--- src/rtl/ram_table_writer.sv ---
// Write-side command engine for a quadtree level RAM: turns WRITE and FILL
// commands into a one-word-per-clock RAM write port with done/err pulses.
module ram_table_writer #(
  parameter int DATA_WIDTH = 8,
  parameter int ADDR_WIDTH = 6
) (
  input  logic                  clk_i,
  input  logic                  rst_i,
  input  logic                  cmd_valid_i,
  output logic                  cmd_ready_o,
  input  logic [1:0]            cmd_op_i,
  input  logic [ADDR_WIDTH-1:0] cmd_addr_i,
  input  logic [DATA_WIDTH-1:0] cmd_data_i,
  input  logic [ADDR_WIDTH:0]   cmd_len_i,
  output logic [DATA_WIDTH-1:0] wr_data_o,
  output logic [ADDR_WIDTH-1:0] wr_addr_o,
  output logic                  wr_enable_o,
  output logic                  busy_o,
  output logic                  done_o,
  output logic                  err_o
);

  localparam int CNT_W = ADDR_WIDTH + 1;
  localparam logic [CNT_W-1:0] DEPTH = {1'b1, {ADDR_WIDTH{1'b0}}};

  localparam logic [1:0] OP_WRITE = 2'd0;
  localparam logic [1:0] OP_FILL  = 2'd1;

  localparam logic [1:0] ST_IDLE = 2'd0;
  localparam logic [1:0] ST_RUN  = 2'd1;
  localparam logic [1:0] ST_ERR  = 2'd2;

  logic [1:0]            state_q;
  logic [CNT_W-1:0]      remain_q;
  logic                  ready_q;
  logic                  wr_enable_q;
  logic [ADDR_WIDTH-1:0] wr_addr_q;
  logic [DATA_WIDTH-1:0] wr_data_q;
  logic                  done_q;
  logic                  err_q;

  logic                  accept;
  logic                  bad_cmd;
  logic [CNT_W-1:0]      end_sum;
  logic [CNT_W-1:0]      load_count;

  assign accept = ready_q & cmd_valid_i;

  // NOTE: every signal assigned in always_comb gets a default first so no
  // path through the block can leave it unassigned and infer a latch.
  always_comb begin
    bad_cmd    = 1'b0;
    load_count = CNT_W'(1);
    // The sum is one bit wider than an address, so it cannot wrap while
    // len <= DEPTH; larger lengths are rejected on their own.
    end_sum    = {1'b0, cmd_addr_i} + cmd_len_i;
    if (cmd_op_i == OP_FILL) begin
      load_count = cmd_len_i;
      if ((cmd_len_i == '0) || (cmd_len_i > DEPTH) || (end_sum > DEPTH)) begin
        bad_cmd = 1'b1;
      end
    end else if (cmd_op_i != OP_WRITE) begin
      bad_cmd = 1'b1;
    end
  end

  // NOTE: sequential state uses non-blocking assignments so every register
  // samples the pre-edge values regardless of statement order.
  always_ff @(posedge clk_i) begin
    if (rst_i) begin
      state_q     <= ST_IDLE;
      remain_q    <= '0;
      ready_q     <= 1'b0;
      wr_enable_q <= 1'b0;
      wr_addr_q   <= '0;
      wr_data_q   <= '0;
      done_q      <= 1'b0;
      err_q       <= 1'b0;
    end else begin
      case (state_q)
        ST_IDLE: begin
          if (accept && bad_cmd) begin
            state_q     <= ST_ERR;
            ready_q     <= 1'b0;
            wr_enable_q <= 1'b0;
            done_q      <= 1'b1;
            err_q       <= 1'b1;
          end else if (accept) begin
            // First write goes out in the cycle right after the accept edge.
            state_q     <= ST_RUN;
            ready_q     <= 1'b0;
            remain_q    <= load_count;
            wr_enable_q <= 1'b1;
            wr_addr_q   <= cmd_addr_i;
            wr_data_q   <= cmd_data_i;
            done_q      <= (load_count == CNT_W'(1));
            err_q       <= 1'b0;
          end else begin
            ready_q     <= 1'b1;
            wr_enable_q <= 1'b0;
            done_q      <= 1'b0;
            err_q       <= 1'b0;
          end
        end

        ST_RUN: begin
          // remain_q counts the word currently on the port plus those after it.
          if (remain_q == CNT_W'(1)) begin
            state_q     <= ST_IDLE;
            ready_q     <= 1'b1;
            wr_enable_q <= 1'b0;
            done_q      <= 1'b0;
          end else begin
            remain_q    <= remain_q - CNT_W'(1);
            wr_addr_q   <= wr_addr_q + ADDR_WIDTH'(1);
            wr_enable_q <= 1'b1;
            done_q      <= (remain_q == CNT_W'(2));
          end
        end

        ST_ERR: begin
          state_q <= ST_IDLE;
          ready_q <= 1'b1;
          done_q  <= 1'b0;
          err_q   <= 1'b0;
        end

        default: begin
          state_q     <= ST_IDLE;
          ready_q     <= 1'b1;
          wr_enable_q <= 1'b0;
          done_q      <= 1'b0;
          err_q       <= 1'b0;
        end
      endcase
    end
  end

  assign cmd_ready_o = ready_q;
  assign busy_o      = ~ready_q;
  assign wr_enable_o = wr_enable_q;
  assign wr_addr_o   = wr_addr_q;
  assign wr_data_o   = wr_data_q;
  assign done_o      = done_q;
  assign err_o       = err_q;

endmodule

--- config.mk ---
export PLATFORM = sky130hd
export DESIGN_NAME = ram_table_writer
export DESIGN_NICKNAME = d
export VERILOG_FILES = /design/src/rtl/ram_table_writer.sv
export SDC_FILE = /design/constraint.sdc
export NUM_CORES = 1
export LEC_CHECK = 0
export BUFFER_PORTS_ARGS = -buffer_cell sky130_fd_sc_hd__buf_2
export CORE_UTILIZATION = 39
export DETAILED_ROUTE_END_ITERATION = 10
export PLACE_DENSITY_LB_ADDON = 0.15
export SYNTH_ARGS = -nofsm -noshare
export SYNTH_HDL_FRONTEND = slang
export SYNTH_SLANG_ARGS = --single-unit
--- constraint.sdc ---
create_clock -name clk_i -period 4.48 [get_ports clk_i]
set_input_delay 1.12 -clock clk_i [delete_from_list [all_inputs] [get_ports clk_i]]
set_output_delay 1.12 -clock clk_i [all_outputs]
set_load 0.01 [all_outputs]
## Word-level counts from Yosys, hierarchy flattened

Index checks and enable logic that the tools add are counted.

- Register bits: 27
- Bits of input ports: 26
- Output and inout bits: 19
- Logic and storage cells: 67

- Add/subtract/negate cells: 3
- Order comparisons: 2
- Equality and inequality tests: 11
- Mux-type cells: 30
- Bitwise operators: 3
- Reduce and logical (&&, ||, !) cells: 10

Operators with widths:

| cell | number |
|---|---|
| two-way mux 7 bit | 4 |
| two-way mux 6 bit | 3 |
| == test 7 x 1 -> 1 bit, second input constant | 2 |
| greater-than comparator 7 bit, second input constant | 2 |
| case mux 7 bit (2 select lines) | 1 |
| two-way mux 1 bit | 13 |
| case mux 6 bit (2 select lines) | 1 |
| inequality test 2 bit, second input constant | 4 |
| adder 6 x 7 -> 7 bit | 1 |
| == test 7 x 2 -> 1 bit, second input constant | 1 |
| logical NOT 7 bit | 1 |
| subtractor 7 x 1 -> 7 bit, second input constant | 1 |
| adder 6 x 1 -> 6 bit, second input constant | 1 |
| two-way mux 2 bit | 3 |
| case mux 1 bit (2 select lines) | 3 |
| == test 2 x 1 -> 1 bit, second input constant | 2 |
| case mux 2 bit (2 select lines) | 1 |
| AND reduction 4 bit | 1 |
| nonzero test 2 bit | 2 |
| inequality test 3 bit, second input constant | 1 |
| case mux 1 bit (3 select lines) | 1 |
| AND reduction 3 bit | 1 |
| == test 2 bit, second input constant | 1 |
| logical NOT 2 bit | 1 |
| 5 further kinds | 7 |

## Depth between registers and ports, before layout

- Depth in word-level cells: 8
- Mapped depth: 10
- Depth with buffers taken out: 9

## Worst setup path after synthesis

No wires, ideal clock.

- Kind: input-to-reg
- Start: input port cmd_addr_i[0]
- End: register wr_addr_q[5], in the netlist wr_addr_o[5]
- Library setup time: 0.092 ns
- Arrival time: 3.319 ns
- Data required time: 4.388 ns
- Slack: 1.069 ns
- Stages: 10
- Buffers on the path: 1
- Path through: ha_1 inv_1 fa_1 nand2b_1 a2111oi_0 a211oi_1 o2111ai_2 o22ai_2 buf_6 o32ai_1

- Word-level cells in the longest chain between the ends: 8

Ends and longest elaborated chain:

| item | RTL line | source |
|---|---|---|
| start: declaration | 12 | `input logic [ADDR_WIDTH-1:0] cmd_addr_i,` |
| adder 6 x 7 -> 7 bit | 56 | `end_sum = {1'b0, cmd_addr_i} + cmd_len_i;` |
| greater-than comparator 7 bit | 59 | `if ((cmd_len_i == '0) \|\| (cmd_len_i > DEPTH) \|\| (end_sum > DEPTH)) begin` |
| logical OR 1 bit | 59 |  |
| two-way mux 1 bit | 59 |  |
| two-way mux 1 bit | 57 | `if (cmd_op_i == OP_FILL) begin` |
| logical AND 1 bit | 82 | `if (accept && bad_cmd) begin` |
| inequality test 2 bit (no source line) | -- |  |
| AND reduction 4 bit (no source line) | -- |  |
| end signal: assignment | 94 | `wr_addr_q <= cmd_addr_i;` |
| end signal: assignment | 115 | `wr_addr_q <= wr_addr_q + ADDR_WIDTH'(1);` |
| end: declaration | 37 | `logic [ADDR_WIDTH-1:0] wr_addr_q;` |

No other way between the ends.
A chain may end at the register's enable or synchronous reset.

## Final worst setup path

- Start: input port cmd_len_i[0]
- End: register remain_q[6]

- Word-level cells in the longest chain between the ends: 8
- Elaborated cells between the ends (all ways): 11
- Those cells by class: add/sub: 1; order compare: 2; eq/ne: 1; mux: 2; reduce/logical: 5

Ends and longest elaborated chain:

| item | RTL line | source |
|---|---|---|
| start: declaration | 14 | `input logic [ADDR_WIDTH:0] cmd_len_i,` |
| adder 6 x 7 -> 7 bit (tied with other cells) | 56 |  |
| greater-than comparator 7 bit or logical OR 1 bit (tied branches) | 59 |  |
| logical OR 1 bit (*) | 59 |  |
| two-way mux 1 bit (*) | 59 |  |
| two-way mux 1 bit (*) | 57 |  |
| logical AND 1 bit (*) | 82 |  |
| inequality test 2 bit (no source line) (*) | -- |  |
| AND reduction 4 bit (no source line) (*) | -- |  |
| end signal: assignment | 92 | `remain_q <= load_count;` |
| end signal: assignment | 114 | `remain_q <= remain_q - CNT_W'(1);` |
| end: declaration | 34 | `logic [CNT_W-1:0] remain_q;` |

Mark *: on every way between the ends. The rest lies on a longest branch, timed or not.

==> summary.txt <==
Clock network
  – Clock sink count: 27
  – Root Driver: clkbuf_8
  – Post-CTS setup buffers: 0
  – Post-CTS Resized: 0
  – Reg clk slew, reported paths: 0.09 ns
  – Clk_lat worst skew: 0.28 ns
  – Hold_buf cts: 0
  – Cts bufs inserted: 3
  – CTS tree: built
  – Maximum clock path buffer count: 2
  – H-tree Lvls: 1

Power and ir drop
  – Power Dens Cells: around 260 nW/µm²
  – Pwr Total: approximately 550 µW
  – Max IR drop VDD: about 130 µV
  – Static leakage: slightly below 0.9 nW

Setup path
  – Largest delay share family, worst path: compound AO/OA/AOI/OAI gates
  – Worst EP required: 4.65 ns
  – R2R setup slack: 1.98 ns
  – RR Startpoint: state_q[1]
  – Worst Path Max Fanout: 15
  – Cell Chain, Critical Path: buf_2 -> ha_1 -> inv_1 -> fa_1 -> nand2b_1 -> a21o_1 -> a211oi_1 -> o2111ai_2 -> o22ai_2 -> mux2_2
  – CP peak stage delay: 0.60 ns
  – CP startpoint: cmd_len_i[0]
  – CP startpoint kind: input pin
  – WS Path Type: input pin to flip-flop
  – CP arrival: between 3 and 4 ns
  – WP buf/inv: 2
  – Worst Reg2Reg Path Length in Cells: 4
  – Critical Path Slowest Stage Cell: o22ai_2
  – CP Capture Type: flip-flop
  – Number of cells on the critical path: 10

Placed design
  – Gp weighted congestion: 0.871
  – Dpl cell area: 2120 µm²
  – I/O Buffers: between 40 and 50
  – Post-DP HPWL: 3460 µm

Synthesis
  – Post-Syn Area: between 1500 and 2000 µm²
  – Syn. warnings: 0
  – FF+latch count, synth: 27
  – Post-synth top area cell: dfxtp_1
  – Main area contributors after synthesis: dfxtp_1 (29%), ha_1 (6.7%), nand2b_1 (6.0%), a21oi_1 (4.6%), nand4b_1 (4.2%)
  – Post-synth top area share: slightly below 30%
  – Post-synthesis average cell area: 8.47 µm²
  – Count leader, synth: dfxtp_1
  – Syn_nets: between 200 and 300
  – Post-synth ARST share: 0%
  – Most common flop cell mapped by yosys: dfxtp_1
  – Post-synthesis sequential area ratio: 29.0%
  – List of most frequent post-synthesis cells: dfxtp_1 (27), nand2b_1 (18), a21oi_1 (17)
  – Syn Inst Count: 220
  – Distinct cells, synth: 46
  – EDFF count, synth: 0

Hold path
  – Min-delay src: err_o
  – Hold Crit Depth: 2
  – Worst Hold Class: flip-flop to flip-flop

Global route
  – Pin count of the biggest net entering global routing: 48
  – GRT Total Usage: 18.7%
  – Vias in the first global route: 1596
  – First-pass GRT wire length: 7590 µm
  – Overflow after GRT: 0
  – Initial antenna violation count: 0

Drt
  – Drt total wl: 4710 µm
  – Initial drt markers: 84
  – DRT Pass-1 Iters: 10
  – Vias per cell: 5.88
  – # DRC: 3
  – Antenna viol nets, final: 0
  – Routed WL per cell: 15.1 µm
  – Vias: 1830

Timing
  – Clock skew: 0.0118 ns
  – Setup TNS: 0 ns
  – Tcrit/Tclk final: 80.6%
  – Max-slew violations: 0
  – Headroom to the max-slew limit: 31.2%
  – F_max: 0.277 GHz
  – Endpoints failing hold: 0
  – Endpoints failing setup: 0
  – Slew at the pin closest to its max-slew limit: 1.03 ns
  – Min cycle time layout: 3.61 ns
  – RSZ-0062 raised after global routing: no

Floorplanning
  – Core ar.: roughly 4500 µm²
  – Die area: 5060 µm²
  – Die X: between 70 and 80 µm
  – Ports: 45
  – Initial Utilization: 41.6%
  – Num rows: 24
  – DIE HEIGHT: 71.1 µm

Finish
  – Post-layout instance area: 2170 µm²
  – Share of layout cells above drive strength 1: 23.9%
  – N_diodes: 0
  – Area grow syn2layout: 16.5%
  – Storage element area: approximately 540 µm²
  – Post-layout util: 48.5%
  – Area of the multi-input gates: 1230 µm²
  – Final net count: 297
  – # fillers: ~460

Run
  – MaxCap Viol Count: 0

Run status
  – Failing checks: design-rule violations
  – Run status: finished with violations
-- layout make-up --
| class | count | share of cell area (%) |
|---|---|---|
| multi-input cells | 170 | 56.8 |
| clock inverters | 1 | 0.346 |
| clock buffers | 3 | 1.90 |
| inverters | 11 | 1.90 |
| repair buffers | 47 | 11.2 |
| well taps | 52 | 3.00 |
| flip-flops and latches | 27 | 24.9 |
-- final timing paths --
check	end
worst max register to register	remain_q[6]
worst max-delay path	remain_q[6]
worst min-delay path	err_o
worst min register to register	err_o
-- flip-flops by register name (all words and copies together), names as in the netlist --
register / count
wr_addr_o: 6
wr_enable_o: 1
cmd_ready_o: 1
remain_q: 7
done_o: 1
wr_data_o: 8
state_q: 2
err_o: 1
-- cells in the final DEF (no fill, tap or decap), drive strengths merged, types with 2 or more instances in the layout --
cell type	n
xnor2	2
nor2	16
a221oi	6
a211o	2
a22oi	3
a21oi	17
clkbuf	3
nor3	8
xor2	3
o22ai	3
mux2	4
nand3	4
a2111oi	2
o2111ai	2
ha	10
nand4b	9
inv	11
nor3b	2
a211oi	6
o21ai	14
nand2	7
o32ai	8
nand2b	18
buf	47
o31ai	3
nor2b	6
dfxtp	27
-- cells by family (layout without fill, tap and decap cells) --
kind of cell / count (synthesis) / count (layout) / share of synthesized area, %
and+or+nand+nor: 79 / 79 / 25.1
AOI/OAI and AO/OA: 71 / 71 / 28.2
DFF: 27 / 27 / 29.0
buffers and inverters: 23 / 62 / 5.17
adders and majority gates: 11 / 11 / 7.79
xor gates and xnor gates: 5 / 5 / 2.35
muxes: 4 / 4 / 2.42
-- layer usage --
layer,track usage (%),vias to the layer above,share of wire (%)
met5,0,-,0
met4,7.56,0,2.3
met3,2.85,10,4.5
met2,28.5,59,45
met1,26.5,854,48
li1,-,907,-
-- per-stage QoR --
| step | setup slack, ns | hold slack [ns] | instances |
|---|---|---|---|
| after floorplan | 1.07 | 0.475 | 220 |
| after global placement | 0.650 | 0.449 | 307 |
| after detailed placement | 0.589 | 0.448 | 307 |
| after CTS | 0.885 | 0.468 | 311 |
| after global routing | 0.727 | 0.481 | 311 |
| final | 0.870 | 0.466 | 311 |
-- where the power goes --
| part | switching [mW] | leakage [nW] | total [mW] | internal, mW |
|---|---|---|---|---|
| combinational | 0.0872 | 0.631 | 0.149 | 0.0622 |
| clock | 0.0826 | 0.0217 | 0.146 | 0.0632 |
| sequential | 0.00850 | 0.219 | 0.259 | 0.250 |
-- worst reg2reg max path, stage by stage, from the launching register on --
cell and delay [ns]:
dfxtp_1 0.43, nand2b_1 0.56, a21oi_1 0.32, o22ai_2 0.70, mux2_2 0.40
No activity file was read; power rests on OpenSTA's default activity.
